### config.mk
export PLATFORM = sky130hd
export DESIGN_NAME = jump_ctrl
export DESIGN_NICKNAME = d
export VERILOG_FILES = /design/src/rtl/jump_pkg.sv /design/src/rtl/jump_rs_entry.sv /design/src/rtl/jump_ctrl.sv
export SDC_FILE = /design/constraint.sdc
export NUM_CORES = 1
export LEC_CHECK = 0
export CAP_MARGIN = 30
export CORE_UTILIZATION = 50
export CTS_CLUSTER_SIZE = 25
export DETAILED_ROUTE_END_ITERATION = 7
export PLACE_DENSITY = 0.88
export SETUP_SLACK_MARGIN = 0.2
export SYNTH_ARGS = -nofsm -noshare
export SYNTH_HDL_FRONTEND = slang
export SYNTH_SLANG_ARGS = --single-unit
### constraint.sdc
create_clock -name clk -period 2.85 [get_ports clk]
set_input_delay 0.285 -clock clk [delete_from_list [all_inputs] [get_ports clk]]
set_output_delay 0.285 -clock clk [all_outputs]
set_load 0.1 [all_outputs]
### src/rtl/jump_pkg.sv
// Shared types for the FU_jump issue controller: op codes, FSM states and queue entry layouts.
package jump_pkg;

    localparam int JUMP_XLEN  = 32;
    localparam int JUMP_TAG_W = 3;

    localparam logic [1:0] JOP_BR   = 2'b00;
    localparam logic [1:0] JOP_JAL  = 2'b01;
    localparam logic [1:0] JOP_JALR = 2'b10;

    typedef enum logic [1:0] {
        ST_IDLE    = 2'd0,
        ST_BUSY    = 2'd1,
        ST_RESOLVE = 2'd2,
        ST_WB      = 2'd3
    } state_t;

    typedef struct packed {
        logic                  valid;
        logic [1:0]            op;
        logic [2:0]            cmp_ctrl;
        logic [JUMP_XLEN-1:0]  rs1_val;
        logic                  rs1_rdy;
        logic [JUMP_TAG_W-1:0] rs1_tag;
        logic [JUMP_XLEN-1:0]  rs2_val;
        logic                  rs2_rdy;
        logic [JUMP_TAG_W-1:0] rs2_tag;
        logic [JUMP_XLEN-1:0]  imm;
        logic [JUMP_XLEN-1:0]  pc;
        logic [JUMP_TAG_W-1:0] rd_tag;
    } entry_t;

    // The slice of an entry the issue/resolve path needs once operands are in.
    typedef struct packed {
        logic [1:0]            op;
        logic [2:0]            cmp_ctrl;
        logic [JUMP_XLEN-1:0]  rs1_val;
        logic [JUMP_XLEN-1:0]  rs2_val;
        logic [JUMP_XLEN-1:0]  imm;
        logic [JUMP_XLEN-1:0]  pc;
        logic [JUMP_TAG_W-1:0] rd_tag;
    } issue_t;

endpackage

### src/rtl/jump_rs_entry.sv
// One reservation-queue slot: write port, clear, and CDB snoop that also covers
// the same-cycle dispatch bypass (the snoop runs on the post-write value).
module jump_rs_entry
    import jump_pkg::*;
(
    input  logic                  clk,
    input  logic                  rst_n,
    input  logic                  wr_en_i,
    input  entry_t                wr_entry_i,
    input  logic                  clr_i,
    input  logic                  cdb_valid_i,
    input  logic [JUMP_TAG_W-1:0] cdb_tag_i,
    input  logic [JUMP_XLEN-1:0]  cdb_data_i,
    output logic                  ready_o,
    output issue_t                issue_o
);

    entry_t entry_q, entry_d;

    always_comb begin
        entry_d = entry_q;
        if (clr_i) begin
            entry_d = '0;
        end else if (wr_en_i) begin
            entry_d = wr_entry_i;
        end
        if (entry_d.valid && !entry_d.rs1_rdy && cdb_valid_i && (cdb_tag_i == entry_d.rs1_tag)) begin
            entry_d.rs1_val = cdb_data_i;
            entry_d.rs1_rdy = 1'b1;
        end
        if (entry_d.valid && !entry_d.rs2_rdy && cdb_valid_i && (cdb_tag_i == entry_d.rs2_tag)) begin
            entry_d.rs2_val = cdb_data_i;
            entry_d.rs2_rdy = 1'b1;
        end
    end

    always_ff @(posedge clk or negedge rst_n) begin
        if (!rst_n) begin
            entry_q <= '0;
        end else begin
            entry_q <= entry_d;
        end
    end

    assign ready_o = entry_q.valid & entry_q.rs1_rdy & entry_q.rs2_rdy;

    assign issue_o = '{
        op:       entry_q.op,
        cmp_ctrl: entry_q.cmp_ctrl,
        rs1_val:  entry_q.rs1_val,
        rs2_val:  entry_q.rs2_val,
        imm:      entry_q.imm,
        pc:       entry_q.pc,
        rd_tag:   entry_q.rd_tag
    };

endmodule

### src/rtl/jump_ctrl.sv
// In-order issue controller for the single FU_jump: reservation queue, issue FSM,
// PC redirect/flush and link writeback arbitration. Handshakes: dispatch pushes on
// disp_valid & disp_ready; the link write completes on the cycle wb_req & wb_grant.
module jump_ctrl
    import jump_pkg::*;
#(
    parameter int XLEN  = JUMP_XLEN,
    parameter int TAG_W = JUMP_TAG_W,
    parameter int DEPTH = 2
) (
    input  logic             clk,
    input  logic             rst,
    input  logic             disp_valid,
    output logic             disp_ready,
    input  logic [1:0]       disp_op,
    input  logic [2:0]       disp_cmp_ctrl,
    input  logic [XLEN-1:0]  disp_rs1_val,
    input  logic [XLEN-1:0]  disp_rs2_val,
    input  logic             disp_rs1_rdy,
    input  logic             disp_rs2_rdy,
    input  logic [TAG_W-1:0] disp_rs1_tag,
    input  logic [TAG_W-1:0] disp_rs2_tag,
    input  logic [XLEN-1:0]  disp_imm,
    input  logic [XLEN-1:0]  disp_pc,
    input  logic [TAG_W-1:0] disp_rd_tag,
    input  logic             cdb_valid,
    input  logic [TAG_W-1:0] cdb_tag,
    input  logic [XLEN-1:0]  cdb_data,
    output logic             fu_en,
    output logic             fu_jalr,
    output logic [2:0]       fu_cmp_ctrl,
    output logic [XLEN-1:0]  fu_rs1,
    output logic [XLEN-1:0]  fu_rs2,
    output logic [XLEN-1:0]  fu_imm,
    output logic [XLEN-1:0]  fu_pc,
    input  logic [XLEN-1:0]  fu_pc_jump,
    input  logic [XLEN-1:0]  fu_pc_wb,
    input  logic             fu_cmp_res,
    input  logic             fu_finish,
    output logic             redir_valid,
    output logic [XLEN-1:0]  redir_pc,
    output logic             wb_req,
    output logic [TAG_W-1:0] wb_tag,
    output logic [XLEN-1:0]  wb_data,
    input  logic             wb_grant,
    output state_t           dbg_state
);

    localparam int PTR_W = $clog2(DEPTH);
    localparam int CNT_W = PTR_W + 1;
    localparam logic [CNT_W-1:0] FULL = CNT_W'(DEPTH);

    state_t             state_q, state_d;
    logic [PTR_W-1:0]   head_q, head_d, tail_q, tail_d;
    logic [CNT_W-1:0]   count_q, count_d;
    logic               taken_q, taken_d, is_br_q, is_br_d;
    logic [XLEN-1:0]    target_q, target_d, link_q, link_d;
    logic [TAG_W-1:0]   rd_tag_q, rd_tag_d;

    logic               push, pop, flush;
    entry_t             wr_entry;
    logic [DEPTH-1:0]   slot_wr, slot_clr, slot_rdy;
    issue_t             slot_iss [DEPTH];
    issue_t             head_iss;
    logic               head_rdy;

    assign disp_ready = (count_q < FULL) & ~redir_valid;
    assign push       = disp_valid & disp_ready;
    assign flush      = redir_valid;

    // JAL carries no register operands and JALR only rs1, so the rest enter ready.
    always_comb begin
        wr_entry          = '0;
        wr_entry.valid    = 1'b1;
        wr_entry.op       = disp_op;
        wr_entry.cmp_ctrl = disp_cmp_ctrl;
        wr_entry.rs1_val  = disp_rs1_val;
        wr_entry.rs1_rdy  = disp_rs1_rdy | (disp_op == JOP_JAL);
        wr_entry.rs1_tag  = disp_rs1_tag;
        wr_entry.rs2_val  = disp_rs2_val;
        wr_entry.rs2_rdy  = disp_rs2_rdy | (disp_op != JOP_BR);
        wr_entry.rs2_tag  = disp_rs2_tag;
        wr_entry.imm      = disp_imm;
        wr_entry.pc       = disp_pc;
        wr_entry.rd_tag   = disp_rd_tag;
    end

    for (genvar gi = 0; gi < DEPTH; gi++) begin : g_slot
        assign slot_wr[gi]  = push && (tail_q == PTR_W'(gi));
        assign slot_clr[gi] = flush || (pop && (head_q == PTR_W'(gi)));
        jump_rs_entry u_entry (
            .clk         (clk),
            .rst_n       (rst),
            .wr_en_i     (slot_wr[gi]),
            .wr_entry_i  (wr_entry),
            .clr_i       (slot_clr[gi]),
            .cdb_valid_i (cdb_valid),
            .cdb_tag_i   (cdb_tag),
            .cdb_data_i  (cdb_data),
            .ready_o     (slot_rdy[gi]),
            .issue_o     (slot_iss[gi])
        );
    end

    assign head_iss = slot_iss[head_q];
    assign head_rdy = slot_rdy[head_q];

    // The head stays put until finish, so FU operands are stable for the whole operation.
    assign fu_jalr     = (head_iss.op == JOP_JALR);
    assign fu_cmp_ctrl = head_iss.cmp_ctrl;
    assign fu_rs1      = head_iss.rs1_val;
    assign fu_rs2      = head_iss.rs2_val;
    assign fu_imm      = head_iss.imm;
    assign fu_pc       = head_iss.pc;

    assign redir_valid = (state_q == ST_RESOLVE) & taken_q;
    assign redir_pc    = target_q;
    assign wb_req      = (state_q == ST_WB);
    assign wb_tag      = rd_tag_q;
    assign wb_data     = link_q;
    assign dbg_state   = state_q;

    always_comb begin
        state_d  = state_q;
        fu_en    = 1'b0;
        pop      = 1'b0;
        taken_d  = taken_q;
        is_br_d  = is_br_q;
        target_d = target_q;
        link_d   = link_q;
        rd_tag_d = rd_tag_q;
        unique case (state_q)
            ST_IDLE: begin
                if (head_rdy) begin
                    fu_en   = 1'b1;
                    state_d = ST_BUSY;
                end
            end
            ST_BUSY: begin
                if (fu_finish) begin
                    pop      = 1'b1;
                    taken_d  = (head_iss.op != JOP_BR) | fu_cmp_res;
                    is_br_d  = (head_iss.op == JOP_BR);
                    target_d = fu_pc_jump;
                    link_d   = fu_pc_wb;
                    rd_tag_d = head_iss.rd_tag;
                    state_d  = ST_RESOLVE;
                end
            end
            ST_RESOLVE: state_d = is_br_q ? ST_IDLE : ST_WB;
            ST_WB:      if (wb_grant) state_d = ST_IDLE;
            default:    state_d = ST_IDLE;
        endcase
    end

    always_comb begin
        head_d  = head_q;
        tail_d  = tail_q;
        count_d = count_q;
        if (flush) begin
            head_d  = '0;
            tail_d  = '0;
            count_d = '0;
        end else begin
            if (push) tail_d = tail_q + PTR_W'(1);
            if (pop)  head_d = head_q + PTR_W'(1);
            count_d = count_q + CNT_W'(push) - CNT_W'(pop);
        end
    end

    always_ff @(posedge clk or negedge rst) begin
        if (!rst) begin
            state_q  <= ST_IDLE;
            head_q   <= '0;
            tail_q   <= '0;
            count_q  <= '0;
            taken_q  <= 1'b0;
            is_br_q  <= 1'b0;
            target_q <= '0;
            link_q   <= '0;
            rd_tag_q <= '0;
        end else begin
            state_q  <= state_d;
            head_q   <= head_d;
            tail_q   <= tail_d;
            count_q  <= count_d;
            taken_q  <= taken_d;
            is_br_q  <= is_br_d;
            target_q <= target_d;
            link_q   <= link_d;
            rd_tag_q <= rd_tag_d;
        end
    end

endmodule

==> results of run 1 <==
==> what timing repair did <==
action,in CTS,in global routing
resized for setup,1,0
hold buffers,1,0
endpoints found under the hold margin,78,0
endpoints found under the setup margin,3,24
buffers inserted,0,1
==> layer usage <==
layer  share of wire [%]  GRT usage, %
met3                 8.5          6.33
met2                  49          47.8
met1                  37          34.0
met5                   0             0
met4                 5.3          16.2
==> cell usage after synthesis (2+ instances only) <==
cell	count
xor2_1	11
o21bai_1	2
a31oi_1	2
mux2i_1	6
buf_1	29
dfrtp_1	365
o21ai_0	14
nor3_1	5
nor4_4	2
clkbuf_1	93
a311oi_1	2
nor2_1	15
a32o_1	2
mux2_2	210
ha_1	2
buf_2	13
a21oi_1	295
nor3b_1	2
a211o_1	2
nand2b_1	3
mux2_1	50
nor2b_1	2
xnor2_1	4
and2_1	2
nand3b_1	2
buf_6	6
inv_1	8
nand3_1	5
nand2_1	766
buf_4	132
inv_2	2
==> cells in the final DEF, fill, tap and decap left out, types with 3 or more instances in the layout <==
cell,count
nand2_1,763
dfrtp_1,362
a21oi_1,295
clkdlybuf4s50_1,248
mux2_2,210
buf_4,164
buf_12,77
mux2_1,50
clkbuf_16,40
o21ai_0,13
clkbuf_1,13
nor2_1,12
xor2_1,11
clkbuf_8,10
inv_1,8
mux2i_1,6
nand3_1,5
xnor2_1,4
nor3_1,4
nand2_4,3
nand2b_1,3
bufinv_16,3
==> worst register-to-register path, cell delays in order (launching register included) <==
cell and delay, ns:
dfrtp_1 0.46, and3b_1 0.47, nand3_1 0.16, a32o_1 0.31, nor4_4 0.33, buf_12 0.27
mux2_1 0.39
==> metrics by stage <==
stage / setup slack [ns] / area (sq um) / utilization [%] / hold slack, ns / cells
floorplan: 0.207 / 18800 / - / -0.0106 / 2072
global placement: 0.109 / 23200 / 62.9 / 0.362 / 2758
detailed placement: 0.0768 / 23200 / 62.9 / 0.369 / 2758
CTS: 0.210 / 24500 / 66.6 / 0.232 / 2829
global route: 0.278 / 24500 / 66.6 / 0.257 / 2831
finish: 0.309 / 24500 / 66.6 / 0.258 / 2831
==> layout make-up <==
type,count,share of cell area (%)
multi-input combinational,1424,33.1
tap,468,2.39
sequential,365,37.3
clock buffer,63,4.85
antenna,1,0.0102
inverter,10,0.153
clock inverter,7,0.511
timing repair buffer,493,21.7
==> cells by family (layout without fill, tap and decap cells) <==
kind of cell / count (synthesis) / count (layout)
compound gates: 331 / 331
mux: 266 / 266
xor+xnor: 15 / 15
fa+ha+maj: 2 / 2
buf+inv: 283 / 573
flops: 365 / 365
simple gates: 810 / 810
other cells: 0 / 1
==> how the worst min path moves through the flow <==
stage	end	slack (ns)	depth (start not counted)
after floorplan	count_q[0]	-0.01	0
after global placement	g_slot[0].u_entry.issue_o[51]	0.36	1
after detailed placement	g_slot[0].u_entry.issue_o[51]	0.37	1
after CTS	wb_data[29]	0.23	3
after global routing	redir_pc[1]	0.26	3
final	wb_data[29]	0.26	3
==> flip-flops by register name (all words and copies together) (netlist names) <==
| signal | cells |
|---|---|
| g_slot.u_entry.issue_o | 272 |
| wb_data | 32 |
| is_br_q | 1 |
| taken_q | 1 |
| wb_tag | 3 |
| dbg_state | 2 |
| head_q | 1 |
| tail_q | 1 |
| g_slot.u_entry.entry_q | 18 |
| redir_pc | 32 |
| count_q | 2 |
==> impl_metrics.ini, run 1 <==
[timing]
rsz0062_at_grt = false
final_max_slew_viol_count = 0
slew_headroom_pct = 33.6
fin_skew_ns = 0.0213
fin_crit_sh_pct = 89.2
hold_violations = 0
tightest_slew_ns = 0.996
timing.fmax_mhz = 394
setup_viol = 0
setup_tns_ns = 0
min_period_ns = 2.54

[synth]
ys_async_sr_fraction_pct = 100
syn_area_sq_mm = 0.0188
ys.flop_type = dfrtp_1
synth_top_area_cell = dfrtp_1
synth_compound_area_share_pct = 9.21
synthSimpleGateAreaFrac_pct = 16.8
synth_top_family_by_area = simple AND/OR/NAND/NOR gates
ys_types = 49
synth_fa_ha_area_share_pct = 0.133
yosys_register_bits = 365
ys_seq_area_share_pct = 48.6
synth_edf_count = 0
yosys.area_share.xor_xnor_pct = 0.699
avgSynthCellArea_sq_um = 9.07
synth_area_leaders = dfrtp_1 (49%), nand2_1 (15%), mux2_2 (13%), a21oi_1 (7.9%), buf_4 (5.3%)
synth.yosys.warnings = 0
yosysTopAreaCellShare_pct = 48.6
synth.area.mux_share_pct = 15.9
netlist_instances = 2072
syn-num-nets = 2324

[worst_setup_path]
crit_type = reg -> out
cp_slowest_cell = dfrtp_4
r2r_setup_slack_ns = 0.35
crit_family = flip-flops
path_depth = 3
crit_path_start = head_q
path_cells = buf_16, mux2_2, buf_4
crit_required_ns = 2.57
r2r_cells = 6
cp-endpoint = fu_rs1[2]
startpoint_type = flip-flop
cp_max_fo = 67
max_stage_delay_ns = 0.59
end_kind = primary output
reg2reg_to = g_slot[1].u_entry.issue_o[71]
r2r_start = count_q[1]
critPathBufInv = 2
arrival_ns = 2.26

[floorplan]
coreArea_sq_mm = 0.0368
io_pins = 455
die-height_um = 196
initial_utilization_pct = 51.1
die_w_um = 196
die_area_sq_mm = 0.0384
num_rows = 70

[cells_and_area]
finalNetCount = 2585
seq_area_sq_mm = 0.00914
n_fill_cell = 2660
multi_input_area_sq_mm = 0.00810
drive_gt1_share_pct = 22.5
syn2layout_area_growth_pct = 30.4

[drt]
viasPerCell = 5.63
first_pass_iters = 5
drc_errors = 0
antenna_left = 0
totalWireLength_um = 55700
drtIter0Drc = 1066
vias = 15900
wire_per_inst_um = 19.7

[global_routing]
grt_pass1_wl_um = 86700
grt.overflow.total = 0
antenna_found_initial = 1
grt_max_degree = 128
grt_pass1_vias = 16600
track_usage_pct = 28.5

[clock_tree]
clock_latency_ns = 0.56
clock_sinks = 365
root_buffer = clkbuf_16
cts_buffers = 39
clkTransAtPathRegs_ns = 0.06
cts_tree = done
htree_levels = 2
clock_path_buffers = 3

[run_status]
status = complete, no violations

[placed_design]
detailed_place_hpwl_um = 35900
numPortBuffers = 454
gp_congestion = 0.856

[worst_hold_path]
min_from = fu_pc_wb[29]
hold_class = in -> reg

[flow_run]
drv_cap = 0
Power of run 1 is left out: the tool's default activity adds up to more than one toggle a clock period on the data nets, which glitch-free logic cannot reach.
==> run 2: changes to the inputs <==
- HOLD_SLACK_MARGIN: unset -> 0.1
- PLACE_DENSITY: 0.88 -> 0.83
- REMOVE_ABC_BUFFERS: unset -> 1
==> impl_metrics.ini, run 2 (synthesized netlist as in run 1, its figures left out) <==
[run_status]
status = complete, no violations

[cells_and_area]
final_common_cell = nand2_1
n_fill_cell = 2704
seq_area_sq_mm = 0.00914
syn2layout_area_growth_pct = 31.9
stdcell_count = 2852
drive_gt1_share_pct = 22.7
multi_input_area_sq_mm = 0.00809
final_cell_area_sq_mm = 0.0248
finalNetCount = 2595
largest_reg_flops = 272
final_cell_mix = nand2_1 (763), dfrtp_1 (364), a21oi_1 (295), clkdlybuf4s50_1 (248), mux2_2 (210)

[worst_setup_path]
arrival_ns = 2.30
cp_max_fo = 96
crit_required_ns = 2.57
startpoint_type = flip-flop
crit_type = reg -> out
end_kind = primary output

[drt]
vias = 15900
antenna_left = 0
first_pass_iters = 5
wire_per_inst_um = 20.2
drc_errors = 0
drtIter0Drc = 1030
viasPerCell = 5.57
totalWireLength_um = 57600

[timing]
tightest_slew_ns = 0.726
fin_crit_sh_pct = 90.8
fin_skew_ns = 0.0276
setup_viol = 0
slew_headroom_pct = 51.6
hold_violations = 0
setup_tns_ns = 0
rsz0062_at_grt = false
final_max_slew_viol_count = 0
min_period_ns = 2.59
timing.fmax_mhz = 386

[floorplan]
num_rows = 70
die-height_um = 196
initial_utilization_pct = 51.1
die_w_um = 196
die_area_sq_mm = 0.0384
io_pins = 455
coreArea_sq_mm = 0.0368

[placed_design]
detailed_place_hpwl_um = 37900
gp_congestion = 0.875
post-place-cells = 2768
post_dp_cell_area_sq_mm = 0.0235
numPortBuffers = 454

[flow_run]
drv_cap = 0

[clock_tree]
root_buffer = clkbuf_16
clock_latency_ns = 0.55
cts_tree = done
clock_path_buffers = 3
cts_buffers = 40
clock_sinks = 365
cts_resized = 0
htree_levels = 2
clkTransAtPathRegs_ns = 0.06

[global_routing]
antenna_found_initial = 9
grt.overflow.total = 0
grt_max_degree = 97
grt_pass1_vias = 16400
track_usage_pct = 29.8
grt_pass1_wl_um = 89700

[worst_hold_path]
hold_class = in -> async
run 2: cell count changes in the layout (fill, tap and decap cells not counted), moves of 2 or more:
cell | previous run | this run
clkinv_4 | 0 | 2
diode_2 | 1 | 9
buf_4 | 164 | 155
dfrtp_2 | 2 | 0
dfrtp_1 | 362 | 364
clkbuf_16 | 40 | 42
bufinv_16 | 3 | 0
buf_12 | 77 | 97
clkinv_2 | 2 | 7
run 2: area by class of cell:
class / count / share of cell area (%)
antenna: 9 / 0.0909
clock buffer: 64 / 4.94
clock inverter: 10 / 0.278
inverter: 10 / 0.151
multi-input combinational: 1424 / 32.7
sequential: 365 / 36.9
tap: 468 / 2.36
timing repair buffer: 502 / 22.6
run 2: layer usage:
layer  up-vias  global-route usage [%]  wire [um]
met3       152                    6.88       4440
met5         -                       0          0
met4         0                    15.6       2640
met2       704                    50.9      28700
li1       7237                       -          -
met1      7798                    35.0      21700
run 2: worst paths after layout:
check                                                       to    startpoint  cells past startpoint  slack (ns)
worst max register to register  g_slot[1].u_entry.issue_o[116]  dbg_state[0]                      8        0.33
worst max-delay path                                fu_rs2[27]        head_q                      3        0.26
max in group asynchronous        g_slot[0].u_entry.issue_o[67]           rst                      4        1.54
worst min-delay path             g_slot[1].u_entry.issue_o[33]           rst                      2        0.27
min in group clk                                   wb_data[14]  fu_pc_wb[14]                      3        0.27
worst min register to register                     wb_data[25]   wb_data[25]                      2        0.47
run 2: per-stage QoR:
stage | hold slack [ns] | setup WS (ns) | utilization (%)
final | 0.266 | 0.262 | 67.4
after global routing | 0.247 | 0.213 | 67.4
after CTS | 0.230 | 0.274 | 67.3
after detailed placement | 0.273 | 0.0897 | 63.8
after global placement | 0.264 | 0.0898 | 63.8
after floorplan | -0.0106 | -9.94 | -
run 2: worst max-delay path: stages, from the launching register on:
cell and delay [ns]:
dfrtp_4 0.49, buf_12 0.39, mux2_2 0.44, buf_4 0.24
run 2: timing repair:
| action | 4_1_cts | 5_1_grt |
|---|---|---|
| buffers inserted | 0 | 0 |
| hold buffers | 1 | 0 |
| hold endpoints to repair | 58 | 0 |
Power of run 2 is left out for the same reason.
